File: src/rtl/instr_fetch_unit_pkg.sv
// Shared types and constants for the instruction fetch unit (package fetch_pkg).
// The fetch unit's optional FETCH_PERF_CNT_EN build uses nothing extra from here.
package fetch_pkg;

   typedef struct packed {
      logic [31:0] pc;
      logic [31:0] instr;
   } fetch_entry_t;

   typedef enum logic [1:0] {
      ST_EMPTY   = 2'd0,
      ST_PARTIAL = 2'd1,
      ST_FULL    = 2'd2
   } fifo_state_t;

   localparam logic [31:0] DEFAULT_RESET_PC = 32'h0000_0000;
   localparam logic [31:0] INSTR_NOP        = 32'h0000_0013;
   localparam logic [31:0] PC_STEP          = 32'd4;

   // Instructions are word aligned; the low two address bits are dropped.
   function automatic logic [31:0] align_pc(input logic [31:0] pc);
      return {pc[31:2], 2'b00};
   endfunction

endpackage

File: src/rtl/instr_fetch_unit_fifo.sv
// Prefetch FIFO (module fetch_fifo) holding {pc, instr} pairs between the ROM and decode.
// Occupancy is tracked as an EMPTY/PARTIAL/FULL state alongside the raw count.
module fetch_fifo
   import fetch_pkg::*;
#(
   parameter int DEPTH = 2,
   parameter int CW    = $clog2(DEPTH + 1)
) (
   input  logic          clk,
   input  logic          reset,
   input  logic          push,
   input  logic          pop,
   input  logic          flush,
   input  fetch_entry_t  wr_data,
   output fetch_entry_t  rd_data,
   output logic          full,
   output logic          empty,
   output logic [CW-1:0] count
);

   localparam int PW = (DEPTH > 1) ? $clog2(DEPTH) : 1;

   fetch_entry_t          mem [DEPTH];
   logic [PW-1:0]         wr_ptr;
   logic [PW-1:0]         rd_ptr;
   logic [CW-1:0]         count_nxt;
   fifo_state_t           state;
   fifo_state_t           state_nxt;
   logic                  do_push;
   logic                  do_pop;

   assign do_pop  = pop & (state != ST_EMPTY);
   assign do_push = push & ((state != ST_FULL) | do_pop);

   always_comb begin
      count_nxt = count;
      case ({do_push, do_pop})
         2'b10:   count_nxt = count + {{(CW-1){1'b0}}, 1'b1};
         2'b01:   count_nxt = count - {{(CW-1){1'b0}}, 1'b1};
         default: count_nxt = count;
      endcase
   end

   always_comb begin
      state_nxt = ST_PARTIAL;
      if (count_nxt == {CW{1'b0}}) begin
         state_nxt = ST_EMPTY;
      end else if (count_nxt == CW'(DEPTH)) begin
         state_nxt = ST_FULL;
      end else begin
         state_nxt = ST_PARTIAL;
      end
   end

   // Flush drops every entry by resetting the pointers; storage is left as is.
   always_ff @(posedge clk) begin
      if (reset || flush) begin
         wr_ptr <= {PW{1'b0}};
         rd_ptr <= {PW{1'b0}};
         count  <= {CW{1'b0}};
         state  <= ST_EMPTY;
      end else begin
         if (do_push) begin
            wr_ptr <= wr_ptr + {{(PW-1){1'b0}}, 1'b1};
         end
         if (do_pop) begin
            rd_ptr <= rd_ptr + {{(PW-1){1'b0}}, 1'b1};
         end
         count <= count_nxt;
         state <= state_nxt;
      end
   end

   always_ff @(posedge clk) begin
      if (do_push && !reset && !flush) begin
         mem[wr_ptr] <= wr_data;
      end
   end

   assign rd_data = mem[rd_ptr];
   assign empty   = (state == ST_EMPTY);
   assign full    = (state == ST_FULL);

endmodule

File: src/rtl/instr_fetch_unit.sv
// Instruction fetch unit: owns the fetch PC, captures ROM words into a prefetch FIFO
// and hands them to decode. Defining FETCH_PERF_CNT_EN adds fetch/stall counters.
module instr_fetch_unit
   import fetch_pkg::*;
#(
   parameter logic [31:0] RESET_PC   = DEFAULT_RESET_PC,
   parameter int          FIFO_DEPTH = 2
) (
   input  logic        clk,
   input  logic        reset,
   output logic [31:0] rom_addr,
   input  logic [31:0] rom_data,
   input  logic        redirect_valid,
   input  logic [31:0] redirect_pc,
   output logic        out_valid,
   input  logic        out_ready,
   output logic [31:0] out_instr,
   output logic [31:0] out_pc,
   output logic [31:0] out_pc_plus4
`ifdef FETCH_PERF_CNT_EN
   ,
   output logic [31:0] fetch_count,
   output logic [31:0] stall_count
`endif
);

   localparam int CW = $clog2(FIFO_DEPTH + 1);

   logic [31:0]   fetch_pc;
   logic          push;
   logic          pop;
   logic          fifo_full;
   logic          fifo_empty;
   logic [CW-1:0] fifo_count;
   fetch_entry_t  wr_entry;
   fetch_entry_t  head;

   assign pop      = out_valid & out_ready;
   assign push     = ((fifo_count < CW'(FIFO_DEPTH)) | pop) & ~redirect_valid;
   assign wr_entry = '{pc: fetch_pc, instr: rom_data};
   assign rom_addr = fetch_pc;

   // Fetch PC: redirect wins over sequential advance; a blocked push holds it.
   always_ff @(posedge clk) begin
      if (reset) begin
         fetch_pc <= align_pc(RESET_PC);
      end else if (redirect_valid) begin
         fetch_pc <= align_pc(redirect_pc);
      end else if (push) begin
         fetch_pc <= fetch_pc + PC_STEP;
      end else begin
         fetch_pc <= fetch_pc;
      end
   end

   fetch_fifo #(
      .DEPTH (FIFO_DEPTH),
      .CW    (CW)
   ) u_fifo (
      .clk     (clk),
      .reset   (reset),
      .push    (push),
      .pop     (pop),
      .flush   (redirect_valid),
      .wr_data (wr_entry),
      .rd_data (head),
      .full    (fifo_full),
      .empty   (fifo_empty),
      .count   (fifo_count)
   );

   // Outputs read straight from FIFO storage and are zeroed while nothing is held.
   always_comb begin
      out_valid    = 1'b0;
      out_pc       = 32'h0000_0000;
      out_instr    = 32'h0000_0000;
      out_pc_plus4 = 32'h0000_0000;
      if (!fifo_empty) begin
         out_valid    = 1'b1;
         out_pc       = head.pc;
         out_instr    = head.instr;
         out_pc_plus4 = head.pc + PC_STEP;
      end else begin
         out_valid    = 1'b0;
      end
   end

`ifdef FETCH_PERF_CNT_EN
   // Pushes later discarded by a redirect still count as fetches.
   always_ff @(posedge clk) begin
      if (reset) begin
         fetch_count <= 32'h0000_0000;
         stall_count <= 32'h0000_0000;
      end else begin
         if (push) begin
            fetch_count <= fetch_count + 32'd1;
         end
         if (fifo_full && !pop && !redirect_valid) begin
            stall_count <= stall_count + 32'd1;
         end
      end
   end
`else
   logic unused_full;
   assign unused_full = fifo_full;
`endif

endmodule

File: config.mk
export PLATFORM = sky130hd
export DESIGN_NAME = instr_fetch_unit
export DESIGN_NICKNAME = d
export VERILOG_FILES = /design/src/rtl/instr_fetch_unit_pkg.sv /design/src/rtl/instr_fetch_unit_fifo.sv /design/src/rtl/instr_fetch_unit.sv
export SDC_FILE = /design/constraint.sdc
export NUM_CORES = 1
export LEC_CHECK = 0
export ABC_CLOCK_PERIOD_IN_PS = 22500
export CELL_PAD_IN_SITES_DETAIL_PLACEMENT = 1
export CELL_PAD_IN_SITES_GLOBAL_PLACEMENT = 2
export CORE_MARGIN = 2
export CORE_UTILIZATION = 34
export CTS_CLUSTER_SIZE = 14
export DETAILED_ROUTE_END_ITERATION = 7
export PLACE_DENSITY_LB_ADDON = 0.25
export SETUP_SLACK_MARGIN = 0.3
export SYNTH_ARGS = -nofsm -noshare
export SYNTH_HDL_FRONTEND = slang
export SYNTH_SLANG_ARGS = --single-unit
File: constraint.sdc
create_clock -name clk -period 22.5 [get_ports clk]
set_clock_uncertainty 0.2 [all_clocks]
set_input_delay 3.375 -clock clk [delete_from_list [all_inputs] [get_ports clk]]
set_output_delay 3.375 -clock clk [all_outputs]
set_load 0.01 [all_outputs]
# Word level (Yosys, flattened, before mapping)

Memory sizes are Yosys's and may differ from the RTL's. A register that Yosys moved wholly into a read port is not among the register bits.
Cells that the tools add are included.

Register bits after elaboration: 38
Memory bits (writable): 128
Input port bits: 68
Memories: 1

$add $sub $neg: 6
Magnitude comparators: 1
Eq/ne operators: 4
Multiplexer cells: 12
Bitwise operators: 7
Reductions and logical operators: 11

Memories:

| memory     | depth | width | read ports | clocked after memory_dff | write ports | RTL line                    | RTL |
|---|---|---|---|---|---|---|---|
| u_fifo.mem | 2     | 64    | 1          | 1                        | 1           | instr_fetch_unit_fifo.sv:23 | `fetch_entry_t mem [DEPTH];` |

Operators with widths:

| cell                                                                | count |
|---|---|
| 32-bit two-way mux                                                  | 5 |
| 32-bit by 3-bit adder with 32-bit output (second input constant)    | 2 |
| 1-bit two-way mux                                                   | 5 |
| 1-bit AND                                                           | 4 |
| 2-bit == test (second input constant)                               | 2 |
| 2-bit logical NOT                                                   | 2 |
| 2-bit case mux with 2 select lines                                  | 1 |
| 2-bit nonzero test                                                  | 2 |
| 2-bit OR reduction                                                  | 2 |
| 1-bit adder (second input constant)                                 | 2 |
| 2-bit by 1-bit adder with 2-bit output (second input constant)      | 1 |
| 2-bit by 1-bit == test with 1-bit output (second input constant)    | 1 |
| 1-bit logical AND                                                   | 2 |
| 1-bit logical NOT                                                   | 2 |
| 2-bit < comparator (second input constant)                          | 1 |
| 2-bit two-way mux                                                   | 1 |
| 2-bit inequality test (second input constant)                       | 1 |
| 1-bit OR                                                            | 2 |
| 2-bit by 1-bit subtractor with 2-bit output (second input constant) | 1 |
| 1-bit logical OR                                                    | 1 |
| 1-bit NOT                                                           | 1 |

# Logic depth before layout (Yosys ltp)

Word-level depth: 10
Depth in mapped cells: 11
Depth with buffers taken out: 7

# Cells and area by module

A second synthesis with hierarchy kept.

Cells, all modules: 689
Area, all modules: 8122.8 µm²

By module, submodules not included:

| module           | times used | cells each | area each (µm²) |
|---|---|---|---|
| fetch_fifo       | 1          | 236        | 4926.0 |
| instr_fetch_unit | 1          | 453        | 3196.8 |

# Worst setup path before layout

OpenSTA, ideal clock, no wires.

Path type: input port to flip-flop
Start point: in reset
End point: mem u_fifo.mem[1][0] (netlist bit) (enable)
Data arrival time: 10.054 ns
Required time: 21.643 ns
Setup slack: 11.589 ns
Cell stages on the path: 2
Buffers on the path: 1
Path through: clkbuf_1 -> nor4b_1

Word-level cells in the longest chain between the ends: 5

Ends and longest elaborated chain:

| what                                    | RTL line                    | RTL |
|---|---|---|
| start: declaration                      | instr_fetch_unit.sv:10      | `input logic reset,` |
| 1-bit logical NOT                       | instr_fetch_unit_fifo.sv:75 | `if (do_push && !reset && !flush) begin` |
| 1-bit logical AND (2 in a row)          | instr_fetch_unit_fifo.sv:75 |  |
| 1-bit two-way mux                       | instr_fetch_unit_fifo.sv:75 |  |
| 1-bit two-way mux (not written as such) | instr_fetch_unit_fifo.sv:76 | `mem[wr_ptr] <= wr_data;` |
| end: declaration                        | instr_fetch_unit_fifo.sv:23 |  |

Every way passes these cells.

==> metrics list <==
* Via/cell ratio: roughly 5.1
- The run finished with clean final reports.
- The first global-routing pass estimated between 30 and 40 mm of wire.
- Setup repair after global routing left no endpoint under its margin.
- In the final routed layout, each cell accounts on average for between 15 and 20 um.
- The routed design has 21.3 mm of wire.
* Worst hold-check path type: reg2reg
- Detailed placement ended at an HPWL of approximately 15 mm.
- The later pin in the worst-skew pair is clocked with a latency of about 0.42 ns.
* Max-cap violations: 0
* Sum of negative setup slack: 0 ns
- The clock net in this run drives a total of between 150 and 200 sinks.
- In this run the cell area of the synthesized design comes to 7630 sq um.
* Biggest area contributors in the synthesized netlist: sky130_fd_sc_hd__edfxtp_1 (49%), sky130_fd_sc_hd__dfxtp_1 (9.7%), sky130_fd_sc_hd__mux2i_1 (7.5%), sky130_fd_sc_hd__nor2_1 (5.0%), sky130_fd_sc_hd__a211oi_1 (2.8%)
* Drt initial violations: 305
- Traced cell by cell, the critical path runs through buf_4, nand4_1, a221oi_2, nand4_2, nor4b_2, mux2_2, clkdlybuf4s50_1.
- In the synthesized netlist the dominant register cell turns out to be sky130_fd_sc_hd__edfxtp_1.
- Dividing the final minimum period by the clock period gives 0.355.
- Post-synthesis async set-or-reset flop share: 0
* Initial cell density of the core: 0.348
- Count of flip-flops with a built-in enable after synthesis: between 100 and 150
* TritonCTS Buffers: 17
- ANT cells: 0
- Number of resized instances in the post-cts repair step: 0
* Worst Path Buf+Inv: 2
* Number of nets in the layout: 904
- Along the worst path, the maximum fanout reaches 56.
- Routed via count: approximately 5700
- Pin count of the biggest net entering global routing: 76
- CTS Buffer Depth: 2
- In this run the tightest slew margin relative to its limit is 0.423.
- Fraction of post-synthesis cell area in the top cell type by area: 0.488
- Ys Warns: 0
* Boundary pin count: between 150 and 200
* Number of cells produced by synthesis: 654
- Endpoints failing setup: 0
* Final worst hold slack: 0.352 ns
- TritonCTS built the clock tree.
* Arrival time of the worst setup path: 4.42 ns
* Number of cell rows: 54
- The clock tree synthesis step divided the H-tree into 4 levels.
- Critical setup path kind: reg2out
* Maximum cell stage delay along the critical path: approximately 0.7 ns
- Number of failing hold endpoints at the final stage: 0
* Register bit count reported by yosys: 161
- Tmin final: between 7 and 8 ns
* Synth unique cells: between 50 and 60
- The worst setup path is captured at an output port.
* Via count of the first global-routing pass: just over 6000
* Global route overflow: 0
- Worst slew pin tran: a little under 0.9 ns
- Clock-pin slew was measured on the worst setup and hold paths at roughly 0.060 ns.
- At the end of routability-driven placement, the weighted congestion stood at between 0.7 and 0.8.
- For this run, design rule violations remaining after detail routing come to 0.
- Vertical die dimension: around 150 um
* Share of the yosys chip area belonging to registers: 0.585
- Buffer type at the clock tree root: sky130_fd_sc_hd__clkbuf_16
* Slowest-stage cell, CP: sky130_fd_sc_hd__buf_4
- Core area: 22000 sq um
- Port Buffer Count: 188
* Die area: ~24000 sq um
- For this run, the top clock speed supported by timing is about 0.13 GHz.
- For the worst setup path, the data required time is 18.93 ns.
- In this run, post-CTS hold repair placed 0 buffers.
* DRT antenna net count: 0
- Across every metal layer, demand over resource in global routing totals 0.184.
- VDD sags by at most 42.7 uV.
- Power density over the cells: ~68 nW/um^2
- Post-CTS setup-driven buffer insertion count: 0
* Synthesis-to-finish area growth: 35.5%
- Slew Viols, Final: 0
- For this design the static power due to leakage is 0.00328 uW.
- The first TritonRoute pass finished after 4 iterations.
- Top cell type by total area after synthesis: sky130_fd_sc_hd__edfxtp_1
* Kind of cell with the highest combined delay on the critical path: buffers and inverters
* Share of layout cells above drive strength 1: 0.0756
- Initial antenna violation count: 0
- Worst setup SP type: flip-flop
- Average size of a mapped cell: between 10 and 15 sq um
- Horizontal extent of the die: between 150 and 200 um
==> routing by layer <==
layer  GRT usage  vias to the layer above  routed length [um]
met2       0.294                      175                9690
met4      0.0538                        0                 282
li1            -                     2767                   -
met1       0.257                     2779               10400
met3      0.0333                       23                 933
met5           0                        -                   0
==> kinds of logic (layout without fill, tap and decap cells) <==
| group | count (synthesis) | count (layout) | share of synthesized area |
|---|---|---|---|
| compound gates | 87 | 87 | 0.0844 |
| simple gates | 254 | 254 | 0.169 |
| other cells | 1 | 6 | 0.000491 |
| xor+xnor | 40 | 40 | 0.0459 |
| buf+inv | 45 | 233 | 0.0274 |
| flops | 161 | 161 | 0.585 |
| mux | 64 | 64 | 0.0851 |
| fa+ha+maj | 2 | 2 | 0.00328 |
==> report_power, final <==
| part | switching [uW] | internal [uW] |
|---|---|---|
| registers | 12.6 | 333 |
| clock network | 117 | 159 |
| logic | 37.8 | 40.0 |
==> cells in the final DEF, fill, tap and decap left out, types with 4 or more instances in the layout <==
| cell type | count |
|---|---|
| sky130_fd_sc_hd__a211oi_1 | 28 |
| sky130_fd_sc_hd__a21oi_1 | 12 |
| sky130_fd_sc_hd__a311oi_1 | 4 |
| sky130_fd_sc_hd__and2_1 | 8 |
| sky130_fd_sc_hd__buf_4 | 8 |
| sky130_fd_sc_hd__clkbuf_16 | 17 |
| sky130_fd_sc_hd__clkdlybuf4s50_1 | 188 |
| sky130_fd_sc_hd__clkinv_4 | 4 |
| sky130_fd_sc_hd__conb_1 | 6 |
| sky130_fd_sc_hd__dfxtp_1 | 36 |
| sky130_fd_sc_hd__edfxtp_1 | 124 |
| sky130_fd_sc_hd__inv_1 | 4 |
| sky130_fd_sc_hd__mux2_2 | 7 |
| sky130_fd_sc_hd__mux2i_1 | 57 |
| sky130_fd_sc_hd__nand2_1 | 49 |
| sky130_fd_sc_hd__nand3_1 | 25 |
| sky130_fd_sc_hd__nand3b_1 | 6 |
| sky130_fd_sc_hd__nand4_1 | 17 |
| sky130_fd_sc_hd__nor2_1 | 100 |
| sky130_fd_sc_hd__nor3_1 | 11 |
| sky130_fd_sc_hd__nor4_1 | 7 |
| sky130_fd_sc_hd__o21ai_0 | 20 |
| sky130_fd_sc_hd__o31ai_1 | 4 |
| sky130_fd_sc_hd__xnor2_1 | 20 |
| sky130_fd_sc_hd__xor2_1 | 20 |
==> cells in the mapped netlist (all sizes together), types with 2 or more instances <==
| library cell | n |
|---|---|
| a211oi | 28 |
| a21boi | 3 |
| a21oi | 12 |
| a22oi | 3 |
| a311oi | 4 |
| a32o | 2 |
| and2 | 8 |
| and3 | 2 |
| and4 | 4 |
| buf | 21 |
| clkbuf | 19 |
| dfxtp | 37 |
| edfxtp | 124 |
| ha | 2 |
| inv | 4 |
| mux2 | 7 |
| mux2i | 57 |
| nand2 | 50 |
| nand2b | 2 |
| nand3 | 26 |
| nand3b | 6 |
| nand4 | 19 |
| nand4b | 4 |
| nor2 | 101 |
| nor2b | 3 |
| nor3 | 11 |
| nor3b | 3 |
| nor4 | 9 |
| nor4b | 2 |
| o21a | 2 |
| o21ai | 21 |
| o31a | 3 |
| o31ai | 4 |
| or3 | 3 |
| xnor2 | 20 |
| xor2 | 20 |
==> worst reg2reg max path, delay by kind of cell, from the launching register on <==
family / cells / cell delay (ns)
DFF: 1 / 0.39
AOI/OAI and AO/OA: 2 / 0.64
buffers and inverters: 2 / 1.38
and+or+nand+nor: 3 / 0.47
==> registers in the layout (all words and copies together) (netlist names), named ones only <==
signal and cells:
u_fifo.mem 124, rom_addr 30, u_fifo.count 2, u_fifo.state 2
u_fifo.rd_ptr 1, u_fifo.wr_ptr 1
==> per-stage QoR <==
stage	util	cell area [sq um]	power (uW)	std cells	setup slack, ns
2_1_floorplan	-	7650	386	659	11.59
3_3_place_gp	0.445	9780	427	1095	15.01
3_5_place_dp	0.445	9780	430	1095	14.95
4_1_cts	0.471	10300	708	1127	14.46
5_1_grt	0.471	10300	728	1127	14.22
6_report	0.471	10300	699	1127	14.51
==> cell type report <==
cell class	count	area [sq um]
Inverter	5	18.8
Tap cell	280	350
Fill cell	2326	11600
Timing Repair Buffer	196	1940
Clock inverter	11	104
Multi-Input combinational cell	453	3000
Sequential cell	161	4470
Clock buffer	21	460
==> path summary, 6_finish.rpt <==
kind	to	cells after the start	from	slack (ns)
min	u_fifo.mem[1][58]$_DFFE_PP_	0	rom_addr[26]$_SDFFE_PP0P_	0.35
max reg2reg	u_fifo.state[1]$_SDFF_PP0_	7	u_fifo.state[0]$_SDFF_PP0_	19.33
max	out_pc_plus4[31]	7	flip-flop	14.51
min reg2reg	u_fifo.mem[1][58]$_DFFE_PP_	0	rom_addr[26]$_SDFFE_PP0P_	0.35
Power figures use the tool's default switching activity.
